## src/rtl/logic_unit_seq.sv

```systemverilog
// Multi-cycle bitwise logic unit: evaluates SLICE bits per cycle, LSB first, with valid/ready on both sides.
// Define LOGIC_UNIT_FLAGS_EN to build the zero/negative result flags; otherwise they are tied low.
module logic_unit_seq #(
  parameter int WIDTH = 64,
  parameter int SLICE = 16
) (
  input  logic             clk,
  input  logic             reset_n,
  input  logic             in_valid,
  output logic             in_ready,
  input  logic [WIDTH-1:0] a,
  input  logic [WIDTH-1:0] b,
  input  logic [2:0]       op,
  output logic             out_valid,
  input  logic             out_ready,
  output logic [WIDTH-1:0] result,
  output logic             zero,
  output logic             negative
);

  localparam int NSLICE = WIDTH / SLICE;
  localparam int CW     = (NSLICE > 1) ? $clog2(NSLICE) : 1;

  if (WIDTH % SLICE != 0) begin : g_bad_slice
    $error("logic_unit_seq: WIDTH must be a multiple of SLICE");
  end

  typedef enum logic [1:0] {IDLE, RUN, DONE} state_t;

  state_t           state, state_next;
  logic [WIDTH-1:0] a_q, b_q, result_q;
  logic [2:0]       op_q;
  logic [CW-1:0]    cnt;
  logic             capture, step, last;
  logic [SLICE-1:0] a_s, b_s, r_s;

  // Operand slice selected by the counter; only one narrow gate slice is built.
  always_comb begin
    a_s = '0;
    b_s = '0;
    for (int i = 0; i < NSLICE; i++) begin
      if (cnt == CW'(i)) begin
        a_s = a_q[i*SLICE +: SLICE];
        b_s = b_q[i*SLICE +: SLICE];
      end
    end
  end

  always_comb begin
    case (op_q)
      3'b001:  r_s = a_s & b_s;
      3'b010:  r_s = a_s | b_s;
      3'b011:  r_s = a_s ^ b_s;
      3'b100:  r_s = ~(a_s & b_s);
      3'b101:  r_s = ~(a_s | b_s);
      3'b110:  r_s = ~(a_s ^ b_s);
      3'b111:  r_s = ~a_s;
      default: r_s = '0;
    endcase
  end

  assign last = (cnt == CW'(NSLICE - 1));

  always_comb begin
    state_next = state;
    in_ready   = 1'b0;
    out_valid  = 1'b0;
    capture    = 1'b0;
    step       = 1'b0;
    case (state)
      IDLE: begin
        in_ready = 1'b1;
        if (in_valid) begin
          capture    = 1'b1;
          state_next = RUN;
        end
      end
      RUN: begin
        step = 1'b1;
        if (last) state_next = DONE;
      end
      DONE: begin
        out_valid = 1'b1;
        if (out_ready) state_next = IDLE;
      end
      default: state_next = IDLE;
    endcase
  end

  always_ff @(posedge clk or negedge reset_n) begin
    if (!reset_n) state <= IDLE;
    else          state <= state_next;
  end

  always_ff @(posedge clk or negedge reset_n) begin
    if (!reset_n) begin
      a_q      <= '0;
      b_q      <= '0;
      op_q     <= '0;
      cnt      <= '0;
      result_q <= '0;
    end else if (capture) begin
      a_q      <= a;
      b_q      <= b;
      op_q     <= op;
      cnt      <= '0;
      result_q <= '0;
    end else if (step) begin
      for (int i = 0; i < NSLICE; i++) begin
        if (cnt == CW'(i)) result_q[i*SLICE +: SLICE] <= r_s;
      end
      cnt <= cnt + CW'(1);
    end
  end

  assign result = result_q;

`ifdef LOGIC_UNIT_FLAGS_EN
  assign zero     = (result_q == '0);
  assign negative = result_q[WIDTH-1];
`else
  assign zero     = 1'b0;
  assign negative = 1'b0;
`endif

endmodule
```

## config.mk

```make
export PLATFORM = sky130hd
export DESIGN_NAME = logic_unit_seq
export DESIGN_NICKNAME = d
export VERILOG_FILES = /design/src/rtl/logic_unit_seq.sv
export SDC_FILE = /design/constraint.sdc
export NUM_CORES = 1
export LEC_CHECK = 0
export ABC_AREA = 1
export BUFFER_PORTS_ARGS = -buffer_cell sky130_fd_sc_hd__buf_4
export CAP_MARGIN = 30
export CORE_ASPECT_RATIO = 2
export CORE_UTILIZATION = 35
export DETAILED_ROUTE_END_ITERATION = 8
export PLACE_DENSITY = 0.55
export SLEW_MARGIN = 10
export SYNTH_ARGS = -nofsm -noshare
export SYNTH_HDL_FRONTEND = slang
export SYNTH_SLANG_ARGS = --single-unit
export TNS_END_PERCENT = 1
```

## constraint.sdc

```tcl
create_clock -name clk -period 7.25 [get_ports clk]
set_input_delay 1.45 -clock clk [delete_from_list [all_inputs] [get_ports clk]]
set_output_delay 1.45 -clock clk [all_outputs]
set_load 0.05 [all_outputs]
```

Word-level counts from Yosys, hierarchy flattened
Cells that the tools add are included.

word-level totals
  flip-flop bits (word level) = 199
  output and inout bits = 68
  logic and storage cells = 70

operators by class
  $add $sub $neg = 1
  equal/unequal tests = 15
  muxes and demuxes = 26
  bitwise operators = 7
  reduce and logical (&&, ||, !) cells = 12

operators by type and width
  kind                                                                    number
  16-bit 2-to-1 mux                                                       12
  64-bit 2-to-1 mux                                                       2
  16-bit case mux with 7 select lines                                     1
  16-bit NOT                                                              4
  16-bit bitwise AND                                                      1
  16-bit bitwise OR                                                       1
  16-bit bitwise XOR                                                      1
  3-bit equality test (second input constant)                             4
  2-bit 2-to-1 mux                                                        5
  2-bit nonzero test                                                      5
  2-bit AND reduction                                                     4
  2-bit equality test (second input constant)                             3
  3-bit by 2-bit equality test with 1-bit output (second input constant)  2
  2-bit inequality test (second input constant)                           3
  2-bit case mux with 3 select lines                                      1
  1-bit 2-to-1 mux                                                        5
  2-bit by 1-bit equality test with 1-bit output (second input constant)  2
  2-bit zero test                                                         2
  3-bit by 1-bit equality test with 1-bit output (second input constant)  1
  3-bit AND reduction                                                     1
  2-bit by 1-bit adder with 2-bit output (second input constant)          1

Longest topological paths before layout
  depth in word-level cells = 11
  gate-level depth with buffers = 19

Least setup slack after synthesis
Ideal clock, no wire load.

  path kind = register to output
  start = register state[1]
  end = output port out_valid
  data arrival time = 1112 ps
  required time = 5800 ps
  path slack = 4688 ps
  stages on the path, launching flop included = 3
  path through = dfrtp_1 inv_1 nor2_1

on the way
  word-level cells in the longest chain between the ends = 2

RTL lines
  element                   RTL line  text
  start: declaration        30        state_t state, state_next;
  start signal: assignment  92        else state <= state_next;
  2-bit equality test       70        case (state)
  1-bit 2-to-1 mux          70
  end: declaration          14        output logic out_valid,

Every way passes these cells.

Worst setup path in the final report
  start = register cnt[1]
  end = register result_q[19] (netlist: result[19])

on the way
  word-level cells in the longest chain between the ends = 11
  elaborated cells between the ends (all ways) = 25
  those cells by class = 3 x eq/ne; 12 x mux; 7 x bitwise; 3 x reduce/logical

RTL lines
  element                                           RTL line    text
  start: declaration                                33          logic [CW-1:0] cnt;
  start signal: assignment                          112         cnt <= cnt + CW'(1);
  2-bit zero test                                   42          if (cnt == CW'(i)) begin
  16-bit 2-to-1 mux (4 in series)                   42
  16-bit bitwise XOR, or another cell as far along  53, 56
  16-bit NOT, on equally long branches              56, 54, 55
  16-bit case mux with 7 select lines               50          case (op_q)
  16-bit 2-to-1 mux                                 110         if (cnt == CW'(i)) result_q[i*SLICE +: SLICE] <= r_s;
  64-bit 2-to-1 mux                                 108         end else if (step) begin
  64-bit 2-to-1 mux                                 102         end else if (capture) begin
  end signal: indexed assignment                    110
  end: declaration                                  31          logic [WIDTH-1:0] a_q, b_q, result_q;

Several ways; a longest one is shown, not always the timed one. The select of a mux whose other input is x is not followed.
A chain may end at the register's enable or synchronous reset.

==> impl_metrics.ini <==
[detailed_routing]
vias = 9377
drt_pass1_iterations = 7
drc = 0
initialDrtViolationCount = 524
ant_nets = 0
wl_per_cell_um = 16.8
viasPerCell = 4.95
drt_wl_total_um = 31800

[critical_path]
r2r_slack_ns = 3.74
crit_top_cell = nand3_1
cp-endpoint = result[19]
path_cells = inv_1 > ha_1 > buf_4 > inv_1 > buf_4 > nand3_1 > nand2_1 > a22oi_1 > inv_1 > ha_1 > inv_1 > nand3_1 > nand3_1 > nor2_1 > nand3_1 > nand3_1 > nand2_1
cpMaxStageDelayCell = ha_1
worstSetupStartpoint = cnt[1]
r2r_cells = 17
end_kind = flop
critPathBufInv = 6
crit_path_max_fanout = 32
cp_slowest_stage_delay_ns = 0.62
worst_r2r_endpoint = result[19]
cp.required_ns = 7.59
r2r-start = cnt[1]
cp_num_cells = 17
setup.worst_path.start_class = flop
arrival_ns = 3.85
path_delay_family = adder cells
critPathKind = reg2reg

[yosys]
yosysWarnings = 0
synth_compound_area_share_pct = 6.47
synth_xor_area_share_pct = 0
synthMuxAreaShare_pct = 0.644
synthSimpleGateAreaFrac_pct = 32.9
synth_cells = 1372
synth_top_family_by_area = simple AND/OR/NAND/NOR gates
synth_cell_types = 30
netlist_area_mm2 = 0.0105
ys_seq_elements = 199
syn_area_per_cell_um2 = 7.65
synth_adder_area_share_pct = 4.29
synth-seq-area-share_pct = 47.4

[global_route]
grt_max_degree = 97
grt_pass1_wl_um = 50500
grt_usage_pct = 21.3
grt_pass1_vias = 9224
grt_antenna_before_repair = 0
grt-ovfl-total = 0

[clock_network]
cts_tree = built
cts-root-buf = clkbuf_16
clock_latency_ns = 0.46
cts_hold_buf = 0
clock-sinks = 199
post-cts-setup-buffers = 0
clk_pin_slew_ns = 0.08
cts_resized = 0
cts_buffers = 17
max-clock-path-buffers = 2
h-tree-depth = 4

[final_layout]
fillers = 3097
utilization_pct = 43.2
layout.nets = 1690
mostFrequentLayoutCells = nand2_1 (581), buf_4 (211), dfrtp_1 (199)
final_common_cell = nand2_1
drive_above_1_share_pct = 18.7
diodes = 0
area_delta_synth_final_pct = 21.5

[timing]
finalHoldViolations = 0
rsz0062_at_grt = no
slew_viol_final = 0
fin_crit_sh_pct = 48.4
max_slew.worst_pin.slew_ns = 0.980
hold_slack_ns = 0.480
tns_ns = 0
finalSetupViolCount = 0
min_period_ns = 3.51
finClkSkew_ns = 0.0144
slew_headroom_pct = 34.4
fmax_mhz = 285

[die]
num_rows = 89
die_y_um = 247
fp.coreArea_mm2 = 0.0295
boundaryPins = 203
start_util_pct = 35.6
fp.dieArea_mm2 = 0.0307
die_w_um = 124

[outcome]
status = completed

[hold_path]
hp-start = a_q[53]
hold_class = reg2reg

[power]
p_leak_nw = 6.97
ir_worst_vdd_mv = 0.207
power_density_mw_per_mm2 = 538

[flow_run]
maxCapViolCount = 0

[placed_design]
gp_congestion = 0.880
dp_hpwl_um = 22900
io_buffers = 200
-- sequential cells by signal, summed over array words and instances (netlist names) --
signal,count
op_q,3
b_q,64
a_q,64
result,64
state,2
cnt,2
-- worst min-delay path by stage --
stage	end	slack, ns	depth (start not counted)
after floorplan	a_q[62]	0.45	2
after global placement	a_q[48]	0.46	2
after detailed placement	a_q[18]	0.47	2
after CTS	result[55]	0.48	2
after global routing	a_q[24]	0.50	2
final	a_q[53]	0.48	2
-- synthesized netlist by cell type, drive strengths merged --
cell type | instances | area, um2
clkbuf | 14 | 52.6
buf | 73 | 380
a22oi | 15 | 113
inv | 115 | 432
nand2 | 585 | 2210
a21oi | 63 | 315
nand3 | 155 | 866
nand4 | 27 | 169
a22o | 1 | 8.76
nor2 | 22 | 100
nor3 | 2 | 26.3
o21ai | 44 | 220
nand3b | 11 | 82.6
conb | 1 | 3.75
o31ai | 1 | 7.51
mux2 | 6 | 67.6
ha | 36 | 450
a21o | 1 | 7.51
o21a | 1 | 7.51
dfrtp | 199 | 4980
-- metal layers --
metal  global-route usage [%]  share of wire (%)  wire length, um
met3                     3.48                3.7             1170
met2                     38.3                 53            16900
met5                        0                  0                0
met4                     8.54                2.9              939
met1                     25.1                 40            12800
-- per-stage QoR --
stage | instance area, um2 | cells | setup WS (ns) | total power, mW
after floorplan | 10500 | 1373 | 4.69 | 4.79
after global placement | 12100 | 1862 | 3.67 | 5.90
after detailed placement | 12200 | 1863 | 3.65 | 5.97
after CTS | 12700 | 1895 | 3.75 | 6.93
after global routing | 12700 | 1896 | 3.51 | 7.47
final | 12700 | 1896 | 3.74 | 6.86
-- area by class of cell --
class                      count  area (um2)  share of cell area (%)
tap                          364         455                    3.57
clock inverter                10        96.3                   0.756
sequential                   199        4980                    39.1
timing repair buffer         214        1650                    13.0
multi-input combinational    972        4660                    36.6
inverter                     115         434                    3.41
clock buffer                  22         464                    3.64
-- cells by family after synthesis --
logic type                 Yosys count
adders and majority gates           36
AOI/OAI and AO/OA                  126
and+or+nand+nor                    802
buffers and inverters              202
DFF                                199
muxes                                6
other                                1
-- worst min-delay path: stages, from the launching register on --
cell and delay [ns]:
dfrtp_1 0.34, nand2_1 0.05, nand2_1 0.05
-- power by group --
group | total, mW | switching [mW] | internal (mW)
sequential | 1.91 | 0.286 | 1.63
clock | 0.926 | 0.434 | 0.492
combinational | 4.02 | 2.79 | 1.23
total | 6.86 | 3.51 | 3.35
(Power assumes the default switching activity.)
